--- src/rtl/seq_divider16.sv ---
// ----------------------------------------------------------------------------
// seq_divider16
//   Multi-cycle restoring divider sitting beside the ALU. A start pulse
//   captures the dividend, divisor and signedness; one quotient bit is
//   produced per clock, then quotient/remainder are presented with a
//   one-cycle done strobe. Division by zero completes in one cycle with
//   quotient = all ones, remainder = dividend and div_zero set.
//
// Ports
//   Clk        in   1      system clock, rising edge
//   Reset_n    in   1      asynchronous active-low reset
//   start      in   1      division request, accepted while busy==0
//   is_signed  in   1      1 = two's-complement operands (sampled with start)
//   A          in   WIDTH  dividend (sampled with start)
//   B          in   WIDTH  divisor  (sampled with start)
//   quotient   out  WIDTH  quotient, valid from done, held afterwards
//   remainder  out  WIDTH  remainder, valid from done, held afterwards
//   busy       out  1      high while iterating
//   done       out  1      one-cycle pulse, results valid
//   div_zero   out  1      set with done when B==0, held with results
// ----------------------------------------------------------------------------
module seq_divider16 #(
    parameter int unsigned WIDTH = 16
) (
    input  logic             Clk,
    input  logic             Reset_n,
    input  logic             start,
    input  logic             is_signed,
    input  logic [WIDTH-1:0] A,
    input  logic [WIDTH-1:0] B,
    output logic [WIDTH-1:0] quotient,
    output logic [WIDTH-1:0] remainder,
    output logic             busy,
    output logic             done,
    output logic             div_zero
);

    localparam int unsigned CW = (WIDTH > 1) ? $clog2(WIDTH) : 1;

    typedef enum logic [1:0] {
        S_IDLE = 2'd0,
        S_RUN  = 2'd1,
        S_DONE = 2'd2
    } state_t;

    state_t           state_q;
    logic [CW-1:0]    count_q;
    logic [WIDTH-1:0] rem_q;      // partial remainder
    logic [WIDTH-1:0] dvd_q;      // dividend bits shifting out, quotient bits shifting in
    logic [WIDTH-1:0] dsr_q;      // divisor magnitude
    logic             neg_q_q;
    logic             neg_r_q;

    logic [WIDTH-1:0] quotient_q;
    logic [WIDTH-1:0] remainder_q;
    logic             busy_q;
    logic             done_q;
    logic             div_zero_q;

    // Operand magnitudes; 0x8000 negates to itself and is then treated
    // as an unsigned magnitude, which the WIDTH+1-bit window handles.
    logic [WIDTH-1:0] a_mag;
    logic [WIDTH-1:0] b_mag;

    // One restoring step
    logic [WIDTH:0]   window;
    logic             fits;
    logic [WIDTH-1:0] rem_d;
    logic [WIDTH-1:0] dvd_d;
    logic [WIDTH-1:0] q_final;
    logic [WIDTH-1:0] r_final;

    always_comb begin
        a_mag = (is_signed && A[WIDTH-1]) ? (~A + 1'b1) : A;
        b_mag = (is_signed && B[WIDTH-1]) ? (~B + 1'b1) : B;
    end

    always_comb begin
        window = {rem_q, dvd_q[WIDTH-1]};
        fits   = (window >= {1'b0, dsr_q});
        // When the window fits, window - dsr < dsr, so the difference
        // always fits in WIDTH bits and the top bit can be dropped.
        rem_d  = fits ? (window[WIDTH-1:0] - dsr_q) : window[WIDTH-1:0];
        dvd_d  = {dvd_q[WIDTH-2:0], fits};
        q_final = neg_q_q ? (~dvd_d + 1'b1) : dvd_d;
        r_final = neg_r_q ? (~rem_d + 1'b1) : rem_d;
    end

    always_ff @(posedge Clk or negedge Reset_n) begin
        if (!Reset_n) begin
            state_q     <= S_IDLE;
            count_q     <= '0;
            rem_q       <= '0;
            dvd_q       <= '0;
            dsr_q       <= '0;
            neg_q_q     <= 1'b0;
            neg_r_q     <= 1'b0;
            quotient_q  <= '0;
            remainder_q <= '0;
            busy_q      <= 1'b0;
            done_q      <= 1'b0;
            div_zero_q  <= 1'b0;
        end else begin
            case (state_q)
                S_IDLE, S_DONE: begin
                    state_q <= S_IDLE;
                    done_q  <= 1'b0;
                    if (start) begin
                        if (B == '0) begin
                            state_q     <= S_DONE;
                            quotient_q  <= '1;
                            remainder_q <= A;
                            div_zero_q  <= 1'b1;
                            done_q      <= 1'b1;
                            busy_q      <= 1'b0;
                        end else begin
                            state_q <= S_RUN;
                            busy_q  <= 1'b1;
                            count_q <= CW'(WIDTH - 1);
                            rem_q   <= '0;
                            dvd_q   <= a_mag;
                            dsr_q   <= b_mag;
                            neg_q_q <= is_signed & (A[WIDTH-1] ^ B[WIDTH-1]);
                            neg_r_q <= is_signed & A[WIDTH-1];
                        end
                    end
                end

                S_RUN: begin
                    rem_q <= rem_d;
                    dvd_q <= dvd_d;
                    if (count_q == '0) begin
                        // Final step result goes straight to the outputs
                        // so they change exactly on entry to DONE.
                        state_q     <= S_DONE;
                        busy_q      <= 1'b0;
                        done_q      <= 1'b1;
                        quotient_q  <= q_final;
                        remainder_q <= r_final;
                        div_zero_q  <= 1'b0;
                    end else begin
                        count_q <= count_q - 1'b1;
                    end
                end

                default: begin
                    state_q <= S_IDLE;
                    busy_q  <= 1'b0;
                    done_q  <= 1'b0;
                end
            endcase
        end
    end

    assign quotient  = quotient_q;
    assign remainder = remainder_q;
    assign busy      = busy_q;
    assign done      = done_q;
    assign div_zero  = div_zero_q;

endmodule

--- config.mk ---
export PLATFORM = sky130hd
export DESIGN_NAME = seq_divider16
export DESIGN_NICKNAME = d
export VERILOG_FILES = /design/src/rtl/seq_divider16.sv
export SDC_FILE = /design/constraint.sdc
export NUM_CORES = 1
export LEC_CHECK = 0
export BUFFER_PORTS_ARGS = -buffer_cell sky130_fd_sc_hd__buf_4
export CAP_MARGIN = 20
export CELL_PAD_IN_SITES_DETAIL_PLACEMENT = 1
export CELL_PAD_IN_SITES_GLOBAL_PLACEMENT = 1
export CORE_AREA = 2 2 123 113
export DETAILED_ROUTE_END_ITERATION = 10
export DIE_AREA = 0 0 125 115
export GPL_ROUTABILITY_DRIVEN = 1
export PLACE_DENSITY = 0.95
export SLEW_MARGIN = 20
export SYNTH_ARGS = -nofsm -noshare
export SYNTH_HDL_FRONTEND = slang
export SYNTH_SLANG_ARGS = --single-unit
--- constraint.sdc ---
create_clock -name Clk -period 11.8 [get_ports Clk]
set_input_delay 0.59 -clock Clk [delete_from_list [all_inputs] [get_ports Clk]]
set_output_delay 0.59 -clock Clk [all_outputs]
set_load 0.01 [all_outputs]
==> After elaboration in Yosys (flattened, before gate mapping) <==
Cells that the tools add are included.
{ "classes": {"magnitude_cmp": 1, "n_eq_ne": 7, "bitwise": 8, "n_reduce_logical": 12, "addsub": 6, "n_mux": 38} }
{ "op_table": {"columns": ["cell", "n"], "rows": [
  ["$mux W16", 15],
  ["$pmux W16 S2", 4],
  ["$add A16 B1 Y16 const B", 4],
  ["$not A16 Y16", 4],
  ["$ge A17 B16 Y1", 1],
  ["$logic_not A16 Y1", 1],
  ["$sub A16 B16 Y16", 1],
  ["$mux W4", 3],
  ["$ne A2 B2 Y1 const B", 5],
  ["$mux W1", 8],
  ["$pmux W4 S2", 1],
  ["$reduce_and A4 Y1", 2],
  ["$mux W2", 3],
  ["$pmux W1 S2", 3],
  ["$reduce_and A3 Y1", 2],
  ["$logic_not A4 Y1", 1],
  ["$pmux W2 S2", 1],
  ["$sub A4 B1 Y4 const B", 1],
  ["$and A1 B1 Y1", 2],
  ["$eq A2 B1 Y1 const B", 1],
  ["$eq A2 B2 Y1 const B", 1],
  ["$logic_and A1 B1 Y1", 2],
  ["$logic_not A2 Y1", 1],
  ["$reduce_and A2 Y1", 1],
  ["4 further kinds", 4]
]} }
{ "word_totals": {"input_bits": 36, "output_inout_bits": 35, "wordCells": 84, "regBits": 91} }

==> Logic depth before layout (Yosys ltp) <==
Gate-level depths: netlist of the first run.
{ "logic_depth": {"word_depth": 7, "ltp_mapped": 19, "ltp_nobuf": 16} }

==> Worst setup path before layout of the first run <==
No wires, ideal clock.
{ "synth_path": {"path_type": "register -> register", "from": "register rem_q[13]", "to": "register remainder_q[8], in the netlist remainder[8]", "path_stages_with_launch": 19, "setup_ps": 126, "period_less_slack_ps": 3713, "required_ps": 11674, "arrival_ps": 3587, "path_buffers": 3, "setup_slack_ps": 8087, "cell_sequence": "dfrtp_1 -> ha_1 -> clkbuf_1 -> a21o_1 -> a211oi_1 -> o2111a_1 -> a31oi_4 -> inv_2 -> buf_2 -> buf_2 -> mux2i_1 -> ha_1 -> o21ai_0 -> a2111oi_0 -> mux2i_1 -> a21o_1 -> and3_1 -> o21ai_0 -> a21oi_1"} }
{ "synth_via": {"elab_chain_len": 7} }
{ "synth_lines": {"columns": ["element", "line_no", "source"], "rows": [
  ["start: declaration", "48", "logic [WIDTH-1:0] rem_q;"],
  ["start signal: assignment", "130", "rem_q <= rem_d;"],
  ["$ge A17 B16 Y1 *", "80", "fits = (window >= {1'b0, dsr_q});"],
  ["$mux W16 *", "83", "rem_d = fits ? (window[WIDTH-1:0] - dsr_q) : window[WIDTH-1:0];"],
  ["$not A16 Y16", "86", "r_final = neg_r_q ? (~rem_d + 1'b1) : rem_d;"],
  ["$add A16 B1 Y16", "86", null],
  ["$mux W16 *", "86", null],
  ["$mux W16 *", "132", "if (count_q == '0) begin"],
  ["$pmux W16 S2 *", "104", "case (state_q)"],
  ["end signal: assignment", "139", "remainder_q <= r_final;"],
  ["end: declaration", "55", "logic [WIDTH-1:0] remainder_q;"]
]} }
Mark *: on every way between the ends. The rest lies on a longest branch, timed or not. The select of a mux whose other input is x is not followed.
A chain may end at the register's enable or synchronous reset.

==> Worst setup path after layout of the first run <==
{ "layout_path": {"from": "register rem_q[4]", "to": "register remainder_q[14], in the netlist remainder[14]"} }
{ "layout_via": {"elab_chain_len": 7, "elab_cells_between_ends": 8, "cone_classes": "add/sub: 2; order compare: 1; mux: 4; bitwise: 1"} }
{ "layout_lines": {"columns": ["element", "line_no"], "rows": [
  ["$sub A16 B16 Y16 / $ge A17 B16 Y1 (equally long branches)", "83, 80"],
  ["$mux W16 *", "83"],
  ["$not A16 Y16", "86"],
  ["$add A16 B1 Y16", "86"],
  ["$mux W16 *", "86"],
  ["$mux W16 *", "132"],
  ["$pmux W16 S2 *", "104"]
]} }
Marks and branches as above.

==> PnR_summary.wiki, run 1 <==
{| class="wikitable"
! Metric !! Value
|-
| Status || finished clean
|-
| Routed length per instance || 20.5 µm
|-
| Starting Density || 46.9%
|-
| TritonCTS clock tree || yes
|-
| Final antenna diode count || 0
|-
| Number of flops mapped to enable cells by yosys || 0
|-
| Final Skew || 0.00880 ns
|-
| Vias per inst || 6.25
|-
| Async S/R FF share, synth || 100%
|-
| # DRC || 0
|-
| Cell accounting for the most synthesized area || dfrtp_1
|-
| Number of port buffers || 70
|-
| Fraction of post-synthesis cell area in the top cell type by area || 36.6%
|-
| Top achievable clock speed || 208 MHz
|-
| Worst EP arrival || 5.04 ns
|-
| Number of instances in the synthesized netlist || 752
|-
| Largest fanout of any net on the critical path || 24
|-
| Sum of negative setup slack || 0 ns
|-
| Final Slew Violations || 0
|-
| Endpoint required time on the critical path || 12.03 ns
|-
| Total global-route track usage || 28.2%
|-
| Kind of path behind the tightest hold check || in2async
|-
| Cts hold-fix bufs || 0
|-
| Row count || 40
|-
| Total of fill cells in the finished design || 1,611
|-
| Element type at the critical path start || flip-flop
|-
| Final net count || 859
|-
| Final design instance area without fill || 0.00707 mm²
|-
| Detailed-route via count || 6,084
|-
| CTS Sinks || 90
|-
| Synth top area cells || dfrtp_1 (37%), o21ai_0 (6.8%), xor2_1 (5.7%), a21oi_1 (5.3%), nand2_1 (5.0%)
|-
| Count of endpoints failing hold in the final timing report || 0
|-
| Max transition margin || 43.9%
|-
| Share of the clock period used by the worst path after layout || 40.8%
|-
| Pin count of the biggest net entering global routing || 60
|-
| Share of synthesized area occupied by flip-flops and latches || 36.6%
|-
| Cells resized by post-CTS repair || 0
|-
| Via count of the first global-routing pass || 6,188
|-
| CP Capture Type || flip-flop
|-
| Placement-stage cell area || 0.00676 mm²
|-
| Average size of a mapped cell || 8.18 µm²
|-
| Post-synthesis instance area || 0.00615 mm²
|-
| Global-route wire length before repair || 32.6 mm
|-
| Clock latency on the worst-skew pair || 0.36 ns
|-
| Cell types with the highest counts after synthesis || dfrtp_1 (90), o21ai_0 (83), nand2_1 (82)
|-
| Max Root-Sink Buffers || 2
|-
| Dominant cell by count in the synthesized netlist || dfrtp_1
|-
| Post-synthesis sequential element count || 90
|-
| Area of the core || 0.0131 mm²
|-
| GRT overflow || 0
|-
| Worst hold slack after final layout || 0.175 ns
|-
| Cell variety after synth || 62
|-
| Critical path type || reg2reg
|-
| Synthesis-to-finish area growth || 15.0%
|-
| Final setup vio count || 0
|-
| DRT iter0 DRCs || 505
|-
| Pre-Repair DR Iteration Count || 5
|-
| Remaining antenna violation count after routing || 0
|-
| RSZ-0062 raised after global routing || no
|-
| Die Height || 115 µm
|-
| Clock root cell || clkbuf_16
|-
| Full die area || 0.0144 mm²
|-
| Global placer's final weighted congestion || 0.877
|-
| Total Wirelength || 20.0 mm
|-
| Post-CTS Setup Inserts || 0
|-
| Post-synth net total || 810
|-
| Time the worst path needs with I/O delays and setup || 4.81 ns
|-
| Synthesis Warnings || 0
|-
| Main synth FF type || dfrtp_1
|-
| Total half-perimeter wirelength after legalization and detailed placement || 14.7 mm
|-
| Die boundary width || 125 µm
|-
| Initial antenna violation count || 0
|-
| Clk slew on worst S/H paths || 0.07 ns
|-
| Number of max-capacitance violations reported || 0
|-
| Count of boundary I/O pins || 71
|-
| H-tree levels || 3
|-
| Inserted Clock Buffers || 9
|-
| Layout cells sized above 1 || 12.8%
|-
| Worst Tran Pin Value || 0.841 ns
|}
==> critical path, cell delays in order, from the launching register on <==
cell,delay [ns]
dfrtp_1,0.46
ha_1,0.48
nand4_1,0.18
or2_1,0.26
o2111a_1,0.28
a31oi_4,0.67
inv_2,0.41
mux2i_1,0.35
ha_1,0.25
o21ai_0,0.10
a2111oi_0,0.31
mux2i_1,0.19
a21oi_1,0.26
a41oi_1,0.19
xor2_1,0.21
o21ai_1,0.08
==> registers in the layout, summed over array words and instances, names as in the netlist <==
register,count
dvd_q,16
state_q,2
div_zero,1
count_q,4
dsr_q,16
quotient,16
neg_r_q,1
rem_q,16
busy,1
neg_q_q,1
remainder,16
==> stage by stage <==
| stage | cells | utilization (%) | worst slack (ns) |
|---|---|---|---|
| after floorplan | 752 | - | 8.09 |
| after global placement | 958 | 51.6 | 7.44 |
| after detailed placement | 958 | 51.6 | 7.18 |
| after CTS | 974 | 53.9 | 7.11 |
| after global routing | 974 | 53.9 | 6.62 |
| final | 974 | 53.9 | 6.99 |
==> layout make-up <==
class                   count  area (µm²)  area share (%)
clock buffers              13         260            3.68
clock inverters             3        47.5           0.672
inverters                  36         135            1.91
multi-input cells         588        3600            50.8
flip-flops and latches     90        2250            31.8
well taps                 168         210            2.97
repair buffers             76         571            8.07
==> final timing paths <==
check / start / end / slack [ns] / cells past startpoint
worst max-delay path: rem_q[4] / remainder[14] / 6.99 / 15
worst min-delay path: Reset_n / quotient[4] / 0.17 / 1
worst max register to register: rem_q[4] / remainder[14] / 6.99 / 15
worst min register to register: remainder[0] / remainder[0] / 0.49 / 2
max in group asynchronous: Reset_n / dsr_q[8] / 10.50 / 2
min in group Clk: remainder[0] / remainder[0] / 0.49 / 2
==> layout by cell type, fill, tap and decap left out, types with 3 or more instances in the layout <==
cell	netlist	layout
a21o_1	6	6
a21oi_1	65	65
xor2_1	40	40
a31oi_1	12	12
buf_4	4	76
nor3_1	19	19
nor4_1	4	4
nand2_1	82	82
inv_1	35	35
o41ai_1	7	7
a211oi_1	6	6
ha_1	21	21
or3_1	9	9
xnor2_1	22	22
mux2i_1	14	14
nand2b_1	8	8
o21a_1	4	4
nor2_1	70	69
o21ai_0	83	83
o31ai_1	10	10
nor3b_1	3	3
and3_1	9	9
nand4_1	3	3
dfrtp_1	90	90
clkbuf_16	0	9
a22oi_1	10	10
nand3_1	24	24
nor2b_1	5	4
and2_1	6	6
o21ai_1	7	7
==> per-layer routing <==
layer	vias to the layer above	GRT usage [%]	wire length (µm)
met5	-	0	0
met4	0	7.78	288
met3	28	5.77	1200
met2	221	47.2	9650
met1	3069	37.5	8830
li1	2766	-	-
==> cells by family (layout without fill, tap and decap cells) <==
logic type	after synthesis	after routing	synth area share, %
buffers and inverters	74	128	4.98
flip-flops	90	90	36.6
AO/OA/AOI/OAI	231	231	22.5
AND/OR/NAND/NOR	259	259	20.2
XOR/XNOR	62	62	8.83
adder cells (fa/ha/maj)	22	22	4.60
multiplexers	14	14	2.28
Power of run 1 is left out: the tool's default activity adds up to more than one toggle a clock period on the data nets, which glitch-free logic cannot reach.
==> run 2: changes to the inputs <==
--- a/config.mk
+++ b/config.mk
@@ -9,11 +9,11 @@
 export CAP_MARGIN = 20
 export CELL_PAD_IN_SITES_DETAIL_PLACEMENT = 1
 export CELL_PAD_IN_SITES_GLOBAL_PLACEMENT = 1
-export CORE_AREA = 2 2 123 113
+export CORE_AREA = 2 2 134 123
 export DETAILED_ROUTE_END_ITERATION = 10
-export DIE_AREA = 0 0 125 115
+export DIE_AREA = 0 0 136 125
 export GPL_ROUTABILITY_DRIVEN = 1
-export PLACE_DENSITY = 0.95
+export PLACE_DENSITY = 0.88
 export SLEW_MARGIN = 20
 export SYNTH_ARGS = -nofsm -noshare
 export SYNTH_HDL_FRONTEND = slang
==> constraint.sdc (replaced) <==
create_clock -name Clk -period 4.4 [get_ports Clk]
set_input_delay 0.22 -clock Clk [delete_from_list [all_inputs] [get_ports Clk]]
set_output_delay 0.22 -clock Clk [all_outputs]
set_load 0.01 [all_outputs]
==> run 2 against run 1 <==
Compared with the run above: cell count increased by 4.3%; critical path depth unchanged; final area increased by 1.0%; first-iteration DRC count decreased by 1.8%; utilization decreased by 8.6 points; worst setup slack got worse by 6.5 ns; routed wire length decreased by 1.6%.
==> PnR_summary.wiki, run 2 (synthesis results as in run 1) <==
{| class="wikitable"
! Metric !! Value
|-
| Final net count || 862 (+0.35%)
|-
| Die Height || 125 µm (+8.7%)
|-
| Count of boundary I/O pins || 71 (unchanged)
|-
| Starting Density || 39.1% (-7.8 points)
|-
| Pre-Repair DR Iteration Count || 5 (unchanged)
|-
| Multi-input gate area || 0.00360 mm² (about the same)
|-
| Commonest cells after routing, fill and taps aside || dfrtp_1 (90), o21ai_0 (83), nand2_1 (82), buf_4 (78), nor2_1 (68)
|-
| Total half-perimeter wirelength after legalization and detailed placement || 14.0 mm (-4.1%)
|-
| Max transition margin || 40.7% (-3.1 points)
|-
| Reg2Reg Capture Point || remainder[14]
|-
| Via count of the first global-routing pass || 6,095 (-1.5%)
|-
| Destination of the worst hold path || remainder[9]
|-
| GRT overflow || 0 (unchanged)
|-
| Die boundary width || 136 µm (+8.8%)
|-
| CP Capture Type || flip-flop
|-
| Worst reg-to-reg setup slack || 0.50 ns (-6.49 ns)
|-
| Sum of negative setup slack || 0 ns (unchanged)
|-
| Largest fanout of any net on the critical path || 9 (-63%)
|-
| Worst hold slack after final layout || 0.130 ns (-0.0445 ns)
|-
| Number of max-capacitance violations reported || 0 (unchanged)
|-
| Clk slew on worst S/H paths || 0.07 ns (about the same)
|-
| Row count || 44 (+10%)
|-
| Most frequent standard cell in the layout excluding fill and tap cells || dfrtp_1
|-
| CTS Sinks || 90 (unchanged)
|-
| Detailed-route via count || 5,937 (-2.4%)
|-
| Routed length per instance || 19.3 µm (-5.6%)
|-
| Global-route wire length before repair || 32.4 mm (-0.61%)
|-
| Worst EP arrival || 4.18 ns (-0.86 ns)
|-
| Worst Tran Pin Value || 0.888 ns (+0.0469 ns)
|-
| WHS Path Cells || 3
|-
| Kind of path behind the tightest hold check || in2reg
|-
| Synthesis-to-finish area growth || 16.2%
|-
| Pin count of the biggest net entering global routing || 58 (-3.3%)
|-
| Time the worst path needs with I/O delays and setup || 3.90 ns (-0.911 ns)
|-
| Critical path type || reg2reg
|-
| DRT iter0 DRCs || 496 (-1.8%)
|-
| Remaining antenna violation count after routing || 0 (unchanged)
|-
| Worst setup slack after layout || 0.501 ns (-6.49 ns)
|-
| Element type at the critical path start || flip-flop
|-
| TritonCTS clock tree || yes
|-
| Global placer's final weighted congestion || 0.876 (-0.14%)
|-
| Area taken by flip-flops and latches || 0.00225 mm² (unchanged)
|-
| H-tree levels || 3 (unchanged)
|-
| Initial antenna violation count || 0 (unchanged)
|-
| # DRC || 0 (unchanged)
|-
| Met2 usage || 36.3% (-11 points)
|-
| Inserted Clock Buffers || 9 (unchanged)
|-
| Total global-route track usage || 24.1% (-4.1 points)
|-
| Share of the clock period used by the worst path after layout || 88.6% (+48 points)
|-
| Path depth of the worst reg2reg path || 15 (unchanged)
|-
| Max Root-Sink Buffers || 2 (unchanged)
|-
| Status || finished clean
|-
| Met1 track utilization from global routing || 34.3% (-3.3 points)
|-
| Final Slew Violations || 0 (unchanged)
|-
| Endpoint required time on the critical path || 4.69 ns (-7.34 ns)
|-
| Top achievable clock speed || 256 MHz (+23%)
|-
| Count of endpoints failing hold in the final timing report || 0 (unchanged)
|-
| Global routing met3 resource utilization || 5.27% (-0.50 points)
|-
| Total of fill cells in the finished design || 1,966 (+22%)
|-
| Clock latency on the worst-skew pair || 0.36 ns (about the same)
|-
| Layout cells sized above 1 || 13.3% (+0.57 points)
|-
| Area of the core || 0.0157 mm² (+20%)
|-
| GRT Max-Usage Layer || met2
|-
| Startpoint of the lowest-slack hold path || A[9]
|-
| Launch point of the worst reg-to-reg path || rem_q[13]
|-
| Full die area || 0.0170 mm² (+18%)
|-
| Clock root cell || clkbuf_16
|-
| Cells resized by post-CTS repair || 0 (unchanged)
|-
| Final setup vio count || 0 (unchanged)
|-
| Final antenna diode count || 0 (unchanged)
|-
| RSZ-0062 raised after global routing || no
|-
| Final Skew || 0.0109 ns (+0.00214 ns)
|-
| Worst setup slack after placement || 0.544 ns (-6.64 ns)
|-
| Total Wirelength || 19.7 mm (-1.6%)
|-
| Number of port buffers || 70 (unchanged)
|-
| Vias per inst || 5.84 (-6.5%)
|}
## run 2: cell count changes in the layout (fill, tap and decap cells not counted), sizes merged
cell	before	now
clkbuf	13	10
buf	76	78
clkinv	2	3
clkinvlp	0	1
dlygate4sd3	0	1
inv	36	37
## run 2: area by class of cell
class	instances	area share (%)
flip-flops and latches	90	31.5
repair buffers	79	8.34
inverters	36	1.89
well taps	207	3.63
clock buffers	10	3.35
clock inverters	6	0.911
multi-input cells	588	50.4
## run 2: timing repair
action / 4_1_cts / 5_1_grt
hold buffers: 1 / 0
buffers inserted: 0 / 0
endpoints found under the hold margin: 56 / 0
setup endpoints to repair: 0 / 0
## run 2: layer usage
| metal | share of wire (%) | routed length (µm) |
|---|---|---|
| met2 | 45 | 8940 |
| met5 | 0 | 0 |
| met1 | 45 | 8880 |
| met4 | 2.2 | 438 |
| met3 | 7.1 | 1400 |
## run 2: critical path, cell delays in order, from the launching register on
cell and delay [ns]:
dfrtp_1 0.41, ha_1 0.41, a21o_1 0.20, a211oi_1 0.43, o2111a_1 0.31, a31oi_4 0.12
inv_2 0.08, mux2i_1 0.26, ha_1 0.25, o21ai_0 0.11, a2111oi_0 0.30, mux2i_1 0.20
a21oi_1 0.27, a41oi_1 0.18, xor2_1 0.18, o21ai_1 0.12
## run 2: worst max-delay path by stage
stage / start / end / slack (ns) / cells after the start
floorplan: rem_q[13] / remainder[8] / 0.69 / 18
global placement: rem_q[13] / remainder[14] / 0.78 / 15
detailed placement: rem_q[13] / remainder[12] / 0.54 / 15
CTS: rem_q[13] / remainder[12] / 0.54 / 15
global route: rem_q[13] / remainder[14] / 0.18 / 15
finish: rem_q[13] / remainder[14] / 0.50 / 15
## run 2: metrics by stage
| stage | std cells | area, µm² | utilization (%) |
|---|---|---|---|
| finish | 1016 | 7140 | 45.4 |
| global placement | 999 | 6830 | 43.4 |
| global route | 1016 | 7140 | 45.4 |
| detailed placement | 999 | 6830 | 43.4 |
| floorplan | 752 | 6150 | - |
| CTS | 1016 | 7140 | 45.4 |
Power of run 2 is left out for the same reason.
